File: src/rtl/bram_stream_pkg.sv
// Shared types and constants for the BRAM read-stream engine.
//   state_t   : engine FSM states
//   BUF_DEPTH : output buffer depth in beats
//   BUF_CNTW  : width of an occupancy count 0..BUF_DEPTH
package bram_stream_pkg;

    typedef enum logic [1:0] {
        IDLE   = 2'd0,
        READ   = 2'd1,
        DRAIN  = 2'd2,
        FINISH = 2'd3
    } state_t;

    localparam int unsigned BUF_DEPTH = 4;
    localparam int unsigned BUF_CNTW  = $clog2(BUF_DEPTH + 1);

endpackage

File: src/rtl/bram_read_stream_if.sv
// Valid/ready output stream of the BRAM read engine.
//   out_data  : beat payload
//   out_valid : beat available
//   out_ready : consumer accepts
//   out_last  : final beat of the burst
// master = engine side, slave = consumer side.
interface bram_read_stream_if #(
    parameter int unsigned WIDTH = 8
) ();

    logic [WIDTH-1:0] out_data;
    logic             out_valid;
    logic             out_ready;
    logic             out_last;

    modport master (
        output out_data,
        output out_valid,
        output out_last,
        input  out_ready
    );

    modport slave (
        input  out_data,
        input  out_valid,
        input  out_last,
        output out_ready
    );

endinterface

File: src/rtl/fifo_sync_small.sv
// Small single-clock FIFO with registered storage and occupancy count.
//   clk, rst_n : clock, async active-low reset (storage cleared)
//   push, din  : write one entry (caller guarantees not full)
//   pop        : remove head entry (ignored when empty)
//   dout       : head entry
//   count      : current occupancy 0..DEPTH
module fifo_sync_small #(
    parameter  int unsigned WIDTH = 9,
    parameter  int unsigned DEPTH = 4,
    localparam int unsigned CNTW  = $clog2(DEPTH + 1)
) (
    input  logic             clk,
    input  logic             rst_n,
    input  logic             push,
    input  logic             pop,
    input  logic [WIDTH-1:0] din,
    output logic [WIDTH-1:0] dout,
    output logic [CNTW-1:0]  count
);

    localparam int unsigned PTRW = (DEPTH > 1) ? $clog2(DEPTH) : 1;

    logic [WIDTH-1:0] mem [DEPTH];
    logic [PTRW-1:0]  wr_ptr;
    logic [PTRW-1:0]  rd_ptr;
    logic [CNTW-1:0]  count_q;
    logic             do_pop;

    // Pointer advance with explicit wrap so DEPTH need not be a power of two.
    function automatic logic [PTRW-1:0] ptr_inc(input logic [PTRW-1:0] p);
        return (p == PTRW'(DEPTH - 1)) ? '0 : p + PTRW'(1);
    endfunction

    assign do_pop = pop && (count_q != '0);

    // Storage, pointers and occupancy.
    always_ff @(posedge clk or negedge rst_n) begin
        if (!rst_n) begin
            for (int i = 0; i < int'(DEPTH); i++) begin
                mem[i] <= '0;
            end
            wr_ptr  <= '0;
            rd_ptr  <= '0;
            count_q <= '0;
        end else begin
            if (push) begin
                mem[wr_ptr] <= din;
                wr_ptr      <= ptr_inc(wr_ptr);
            end
            if (do_pop) begin
                rd_ptr <= ptr_inc(rd_ptr);
            end
            if (push && !do_pop) begin
                count_q <= count_q + CNTW'(1);
            end else if (!push && do_pop) begin
                count_q <= count_q - CNTW'(1);
            end
        end
    end

    assign dout  = mem[rd_ptr];
    assign count = count_q;

endmodule

File: src/rtl/bram_read_stream.sv
// Sequential read engine for a BRAM read port with a valid/ready output.
//   clk, rst_n     : clock (shared with RAM read port), async active-low reset
//   start          : burst request, sampled only while idle
//   base_addr, len : burst start address and word count (0..DEPTH)
//   busy, done     : burst in progress / one-cycle completion pulse
//   addr_read      : registered RAM read address
//   bram_data      : RAM read data, one cycle after addr_read
//   strm           : output stream (master side)
module bram_read_stream
    import bram_stream_pkg::*;
#(
    parameter  int unsigned WIDTH = 8,
    parameter  int unsigned DEPTH = 256,
    localparam int unsigned ADDRW = $clog2(DEPTH),
    localparam int unsigned LENW  = $clog2(DEPTH + 1)
) (
    input  logic              clk,
    input  logic              rst_n,
    input  logic              start,
    input  logic [ADDRW-1:0]  base_addr,
    input  logic [LENW-1:0]   len,
    output logic              busy,
    output logic              done,
    output logic [ADDRW-1:0]  addr_read,
    input  logic [WIDTH-1:0]  bram_data,
    bram_read_stream_if.master strm
);

    localparam int unsigned PW = BUF_CNTW + 1;

    state_t             state_q, state_d;
    logic               busy_d, done_d;
    logic [ADDRW-1:0]   addr_d;
    logic [LENW-1:0]    remain_q, remain_d;
    logic               issue, issue_last;
    logic               rd_v1, rd_v2, last_v1, last_v2;
    logic [BUF_CNTW-1:0] buf_count;
    logic [WIDTH:0]     head;
    logic               pop;
    logic [PW-1:0]      pend;
    logic               can_issue;

    function automatic logic [ADDRW-1:0] next_addr(input logic [ADDRW-1:0] a);
        return (a == ADDRW'(DEPTH - 1)) ? '0 : a + ADDRW'(1);
    endfunction

    assign strm.out_valid = (buf_count != '0);
    assign strm.out_data  = head[WIDTH-1:0];
    assign strm.out_last  = head[WIDTH];
    assign pop            = strm.out_valid && strm.out_ready;

    // Occupancy plus in-flight reads after this edge, before any new issue.
    assign pend      = PW'(buf_count) + PW'(rd_v1) + PW'(rd_v2) - PW'(pop);
    assign can_issue = (pend < PW'(BUF_DEPTH));

    // Next-state and next-output logic.
    always_comb begin
        state_d    = state_q;
        busy_d     = busy;
        done_d     = 1'b0;
        addr_d     = addr_read;
        remain_d   = remain_q;
        issue      = 1'b0;
        issue_last = 1'b0;
        case (state_q)
            IDLE: begin
                if (start) begin
                    busy_d = 1'b1;
                    if (len == '0) begin
                        state_d = FINISH;
                        done_d  = 1'b1;
                    end else begin
                        // Pipeline is empty while idle, so the first read goes out with the start.
                        issue      = 1'b1;
                        issue_last = (len == LENW'(1));
                        addr_d     = base_addr;
                        remain_d   = len - LENW'(1);
                        state_d    = (len == LENW'(1)) ? DRAIN : READ;
                    end
                end
            end
            READ: begin
                if (can_issue) begin
                    issue      = 1'b1;
                    issue_last = (remain_q == LENW'(1));
                    addr_d     = next_addr(addr_read);
                    remain_d   = remain_q - LENW'(1);
                    if (remain_q == LENW'(1)) begin
                        state_d = DRAIN;
                    end
                end
            end
            DRAIN: begin
                if ((buf_count == '0) && !rd_v1 && !rd_v2) begin
                    state_d = FINISH;
                    done_d  = 1'b1;
                end
            end
            FINISH: begin
                state_d = IDLE;
                busy_d  = 1'b0;
            end
            default: begin
                state_d = IDLE;
                busy_d  = 1'b0;
            end
        endcase
    end

    // State, outputs and the two-stage read-latency tracker.
    always_ff @(posedge clk or negedge rst_n) begin
        if (!rst_n) begin
            state_q   <= IDLE;
            busy      <= 1'b0;
            done      <= 1'b0;
            addr_read <= '0;
            remain_q  <= '0;
            rd_v1     <= 1'b0;
            rd_v2     <= 1'b0;
            last_v1   <= 1'b0;
            last_v2   <= 1'b0;
        end else begin
            state_q   <= state_d;
            busy      <= busy_d;
            done      <= done_d;
            addr_read <= addr_d;
            remain_q  <= remain_d;
            rd_v1     <= issue;
            rd_v2     <= rd_v1;
            last_v1   <= issue_last;
            last_v2   <= last_v1;
        end
    end

    // Output buffer; capture happens the cycle bram_data holds the read word.
    fifo_sync_small #(
        .WIDTH (WIDTH + 1),
        .DEPTH (BUF_DEPTH)
    ) u_buf (
        .clk   (clk),
        .rst_n (rst_n),
        .push  (rd_v2),
        .pop   (pop),
        .din   ({last_v2, bram_data}),
        .dout  (head),
        .count (buf_count)
    );

endmodule

File: src/flat_wrapper.sv
// flat-port wrapper written by rule: the top's interface ports become plain ports
module bram_read_stream_flat import bram_stream_pkg::*;
#(
    parameter  int unsigned WIDTH = 8,
    parameter  int unsigned DEPTH = 256,
    localparam int unsigned ADDRW = $clog2(DEPTH),
    localparam int unsigned LENW  = $clog2(DEPTH + 1)
)
  (clk, rst_n, start, base_addr, len, busy, done, addr_read, bram_data, strm_out_data, strm_out_valid, strm_out_last, strm_out_ready);
  bram_read_stream_if #(.WIDTH(WIDTH)) strm_i ();
  input  logic clk;
  input  logic rst_n;
  input  logic start;
  input  logic [ADDRW-1:0] base_addr;
  input  logic [LENW-1:0] len;
  output logic busy;
  output logic done;
  output logic [ADDRW-1:0] addr_read;
  input  logic [WIDTH-1:0] bram_data;
  output wire logic [$bits(strm_i.out_data)-1:0] strm_out_data;
  output wire logic [$bits(strm_i.out_valid)-1:0] strm_out_valid;
  output wire logic [$bits(strm_i.out_last)-1:0] strm_out_last;
  input wire logic [$bits(strm_i.out_ready)-1:0] strm_out_ready;
  assign strm_out_data = strm_i.out_data;
  assign strm_out_valid = strm_i.out_valid;
  assign strm_out_last = strm_i.out_last;
  assign strm_i.out_ready = strm_out_ready;
  bram_read_stream #(.WIDTH(WIDTH), .DEPTH(DEPTH)) u_core (.clk(clk), .rst_n(rst_n), .start(start), .base_addr(base_addr), .len(len), .busy(busy), .done(done), .addr_read(addr_read), .bram_data(bram_data), .strm(strm_i));
endmodule
File: config.mk
export PLATFORM = sky130hd
export DESIGN_NAME = bram_read_stream_flat
export DESIGN_NICKNAME = d
export VERILOG_FILES = /design/src/rtl/bram_stream_pkg.sv /design/src/rtl/bram_read_stream_if.sv /design/src/rtl/fifo_sync_small.sv /design/src/rtl/bram_read_stream.sv /design/src/flat_wrapper.sv
export SDC_FILE = /design/constraint.sdc
export NUM_CORES = 1
export LEC_CHECK = 0
export BUFFER_PORTS_ARGS = -buffer_cell sky130_fd_sc_hd__buf_2
export CAP_MARGIN = 10
export CORE_MARGIN = 2
export CORE_UTILIZATION = 52
export CTS_CLUSTER_DIAMETER = 150
export DETAILED_ROUTE_END_ITERATION = 16
export GPL_TIMING_DRIVEN = 0
export PLACE_DENSITY = 0.84
export SYNTH_ARGS = -nofsm -noshare
export SYNTH_HDL_FRONTEND = slang
export SYNTH_HIERARCHICAL = 1
export SYNTH_SLANG_ARGS = --single-unit
File: constraint.sdc
create_clock -name clk -period 3.2 [get_ports clk]
set_clock_uncertainty 0.2 [all_clocks]
set_input_delay 0.96 -clock clk [delete_from_list [all_inputs] [get_ports clk]]
set_output_delay 0.96 -clock clk [all_outputs]
set_load 0.05 [all_outputs]
==> out/summary.log <==
INFO  clock_tree     hold_buffers=0
INFO  drt            vias=2978
INFO  clock_tree     tritoncts_num_sinks=68
INFO  clock_tree     worst_setup_hold_path_clk_slew=70ps
INFO  setup_path     worst_setup_path_start_kind=flop
INFO  layout         syn_to_final_growth=17.75%
INFO  synthesis      postSynthCellCount=336
INFO  placement      gp_routability_congestion=0.9129
INFO  synthesis      synth_cell_type_count=60
INFO  pwr            share_comb_of_total_power=0.571
INFO  timing         rsz_0062_raised_after_global_routing=true
INFO  setup_path     worstSetupEndpoint=u_core/remain_q[3]
INFO  pwr            internal_power=0.002831W
INFO  layout         num_antenna_cells=0
INFO  synthesis      syn-cell-area=3855µm²
INFO  setup_path     critical-path-slowest-cell=sky130_fd_sc_hd__or4_4
INFO  clock_tree     clock_insertion_delay_worst_skew=340ps
INFO  synthesis      ys_async_sr_fraction=1.000
INFO  setup_path     rr_startpoint=u_core/u_buf/count[2]
INFO  global_route   pin_count_of_the_biggest_net_entering_global_routing=69
INFO  setup_path     critical_path.top_delay_family=simple AND/OR/NAND/NOR gates
INFO  status         failing_checks=negative setup slack
INFO  pwr            net-switching-power=0.002455W
INFO  global_route   gr-usage-met3=0.04946
INFO  timing         worstMarginPinSlew=850.2ps
INFO  clock_tree     cts-htree-levels=3
INFO  drt            viasPerCell=5.874
INFO  setup_path     worst-endpoint-required=3200ps
INFO  pwr            power.switching_fraction=0.4644
INFO  status         status=finished with violations
INFO  floorplan      start_util=0.5343
INFO  placement      placed_cells_incl_taps=483
INFO  global_route   grt_antenna_before_repair=0
INFO  global_route   global_route.usage.met2=0.3784
INFO  clock_tree     num_cts_buffers=9
INFO  drt            detailedRoute.firstPassIterationCount=4
INFO  timing         final.period_utilization=1.004
INFO  setup_path     critical_path_arrival=3210ps
INFO  placement      port-buffer-count=48
INFO  global_route   grt.busiest_layer=met2
INFO  drt            detail_routed_net_length_per_standard_cell=16.45µm
INFO  clock_tree     cts-root-buf=sky130_fd_sc_hd__clkbuf_8
INFO  pwr            p_leak=2.008nW
INFO  flow_run       max-cap-violations=0
INFO  setup_path     criticalPathCategory=flop to flop
INFO  synthesis      avgSynthCellArea=11.47µm²
INFO  pwr            clock_power_share=0.130
INFO  drt            initialDrtViolationCount=214
INFO  floorplan      design.die.area=8118µm²
INFO  timing         report.final.setup_viol=1
INFO  drt            drt_drc_violations_left=0
INFO  pwr            power_per_cell_area=1164nW/µm²
INFO  timing         finalWorstSetupSlack=-12.10ps
INFO  synthesis      dominantRegCellSynth=sky130_fd_sc_hd__dfrtp_1
INFO  synthesis      post_synth_edffs=0
INFO  floorplan      die_width=90.10µm
INFO  clock_tree     cts-root-to-sink-buffers=2
INFO  layout         post_route_cells_drive_above_1_share=0.3775
INFO  global_route   grt_total_usage=0.2081
INFO  timing         finalHoldViolCount=0
INFO  layout         finalInstanceArea=4539µm²
INFO  timing         slew_violations=0
INFO  floorplan      top_level_port_count=49
INFO  placement      hpwl_after_dpl=5888µm
INFO  timing         slew-limit-headroom=0.4332
INFO  setup_path     path_depth=10
INFO  setup_path     most_frequent_cell_on_critical_path=sky130_fd_sc_hd__ha_4
INFO  global_route   grt_pass1_vias=2886
INFO  pwr            max-vdd-ir-drop=0.5122mV
INFO  synthesis      ys_ff_latch=68
INFO  timing         min_period=3212ps
INFO  layout         fillers=586
INFO  pwr            share_seq_of_total_power=0.299
INFO  synthesis      synth-seq-area-share=0.4414
INFO  setup_path     path_cells=or3_4, and2_4, ha_4, inv_2, ha_4, and3_4, or4_4, a2111oi_4, mux2i_1, a21oi_1
INFO  setup_path     worstRegToRegCells=10
INFO  floorplan      die_y=90.10µm
INFO  setup_path     path_max_fanout=5
INFO  layout         seqCellArea=1705µm²
INFO  layout         multi_input_comb_area=2079µm²
INFO  hold_path      worst_hold_path_type=flop to flop
INFO  synthesis      syn_nets=385
INFO  setup_path     r2r-end=u_core/remain_q[3]
INFO  setup_path     critical_path.startpoint=u_core/u_buf/count[2]
INFO  global_route   grt_remaining_overflow=0
INFO  floorplan      area_of_the_core_region=7214µm²
INFO  setup_path     bufs_and_invs_on_worst_path=1
INFO  setup_path     timing.critical_path.to_type=flop
INFO  global_route   met1_usage=0.2443
INFO  global_route   grt_pass1_wl=13590µm
INFO  layout         final_cells=507
INFO  timing         worst_hold_slack=153.0ps
INFO  drt            ant_nets=0
INFO  drt            drt_wl_total=8339µm
INFO  setup_path     regToRegSetupSlack=-10ps
INFO  clock_tree     tritoncts=built
INFO  synthesis      yosysWarningCount=6
INFO  floorplan      row_cnt=31
INFO  pwr            finalPower=0.005285W
INFO  setup_path     worst_path_largest_cell_delay=580ps
INFO  layout         nets=452
INFO  timing         achievable-frequency=311.3MHz
INFO  placement      placement.cell_area=4255µm²
synthesized netlist by cell type (all sizes together), types with 4 or more instances:
master / n / area (µm²)
a21oi: 14 / 70.07
buf: 6 / 38.79
clkbuf: 4 / 15.01
dfrtp: 68 / 1702
ha: 19 / 237.7
inv: 21 / 78.83
mux2: 40 / 450.4
mux2i: 9 / 90.09
mux4: 9 / 206.5
nand2: 21 / 88.83
nand3: 7 / 35.03
nor2: 19 / 71.32
nor3: 9 / 45.04
nor4: 4 / 52.55
o21ai: 21 / 105.1
o22ai: 8 / 50.05
o31ai: 5 / 56.30
xnor2: 5 / 43.79
xor2: 4 / 35.03
registers in the layout, summed over array words and instances, names as in the netlist, 2 cells and up:
name / cells
u_core/remain_q: 9
u_core/u_buf/wr_ptr: 2
u_core/u_buf/rd_ptr: 2
u_core/u_buf/mem: 36
u_core/state_q: 2
u_core/u_buf/count: 3
u_core/addr_read: 8
worst min-delay path by stage:
stage | start | to | slack (ps) | cells after the start
floorplan | u_core/last_v1 | u_core/last_v2 | 130 | 0
global placement | u_core/last_v1 | u_core/last_v2 | 140 | 0
detailed placement | u_core/last_v1 | u_core/last_v2 | 140 | 0
CTS | u_core/last_v1 | u_core/last_v2 | 150 | 0
global route | u_core/last_v1 | u_core/last_v2 | 160 | 0
finish | u_core/last_v1 | u_core/last_v2 | 150 | 0
routing by layer:
| layer | vias up | part of all wire | wire length, µm |
|---|---|---|---|
| met1 | 1501 | 0.40 | 3362 |
| met3 | 8 | 0.043 | 355 |
| met5 | - | 0 | 0 |
| met4 | 0 | 0.0085 | 71 |
| met2 | 96 | 0.55 | 4550 |
| li1 | 1373 | - | - |
power by group through the flow:
stage	sequential [W]	combinational (W)	clock [W]
global placement	0.00159	0.00272	0
finish	0.00158	0.00302	0.000687
detailed placement	0.00163	0.00282	0
floorplan	0.00172	0.00208	0
global route	0.00163	0.00324	0.000748
CTS	0.00157	0.00293	0.000707
area by class of cell:
cell class / count / share of cell area
timing repair buffer: 56 / 0.06670
clock buffer: 10 / 0.02811
inverter: 22 / 0.01819
multi-input combinational: 236 / 0.4581
tap: 99 / 0.02729
buffer: 10 / 0.01185
clock inverter: 6 / 0.01406
sequential: 68 / 0.3757
cells in the final DEF (no fill, tap or decap), types with 3 or more instances in the layout:
| master | n |
|---|---|
| sky130_fd_sc_hd__buf_4 | 10 |
| sky130_fd_sc_hd__dfrtp_2 | 3 |
| sky130_fd_sc_hd__a21oi_1 | 12 |
| sky130_fd_sc_hd__nand3_1 | 7 |
| sky130_fd_sc_hd__nor2_1 | 18 |
| sky130_fd_sc_hd__o22ai_1 | 8 |
| sky130_fd_sc_hd__xor2_1 | 4 |
| sky130_fd_sc_hd__xnor2_1 | 5 |
| sky130_fd_sc_hd__mux2_2 | 39 |
| sky130_fd_sc_hd__mux2i_1 | 9 |
| sky130_fd_sc_hd__buf_2 | 51 |
| sky130_fd_sc_hd__inv_1 | 20 |
| sky130_fd_sc_hd__nor3_1 | 9 |
| sky130_fd_sc_hd__clkbuf_1 | 5 |
| sky130_fd_sc_hd__ha_1 | 17 |
| sky130_fd_sc_hd__nand2_2 | 4 |
| sky130_fd_sc_hd__o31ai_1 | 3 |
| sky130_fd_sc_hd__o21ai_0 | 20 |
| sky130_fd_sc_hd__a221oi_1 | 3 |
| sky130_fd_sc_hd__dfrtp_1 | 65 |
| sky130_fd_sc_hd__nand2_1 | 17 |
| sky130_fd_sc_hd__mux4_2 | 8 |
| sky130_fd_sc_hd__clkbuf_8 | 9 |
timing repair:
| item | 4_1_cts | 5_1_grt |
|---|---|---|
| pin swaps | 2 | 4 |
| gates resized for setup | 3 | 6 |
| setup buffers | 4 | 4 |
| endpoints found under the setup margin | 14 | 12 |
logic make-up after synthesis:
kind of cell	Yosys count	share of synthesized area
AOI/OAI and AO/OA	73	0.1337
xor gates and xnor gates	9	0.02045
adders and majority gates	20	0.06686
buffers and inverters	32	0.03538
DFF	68	0.4414
muxes	58	0.1938
and+or+nand+nor	76	0.1084
per-stage QoR:
step	utilization	TNS, ps	setup WS, ps
floorplan	-	-108.4	-70.79
global placement	0.5895	-4031	-343.7
detailed placement	0.5898	-4026	-344.1
CTS	0.6219	-19.09	-19.09
global route	0.6292	-214.1	-83.71
finish	0.6292	-12.10	-12.10
Note: power is estimated with default switching activity, not from simulation.
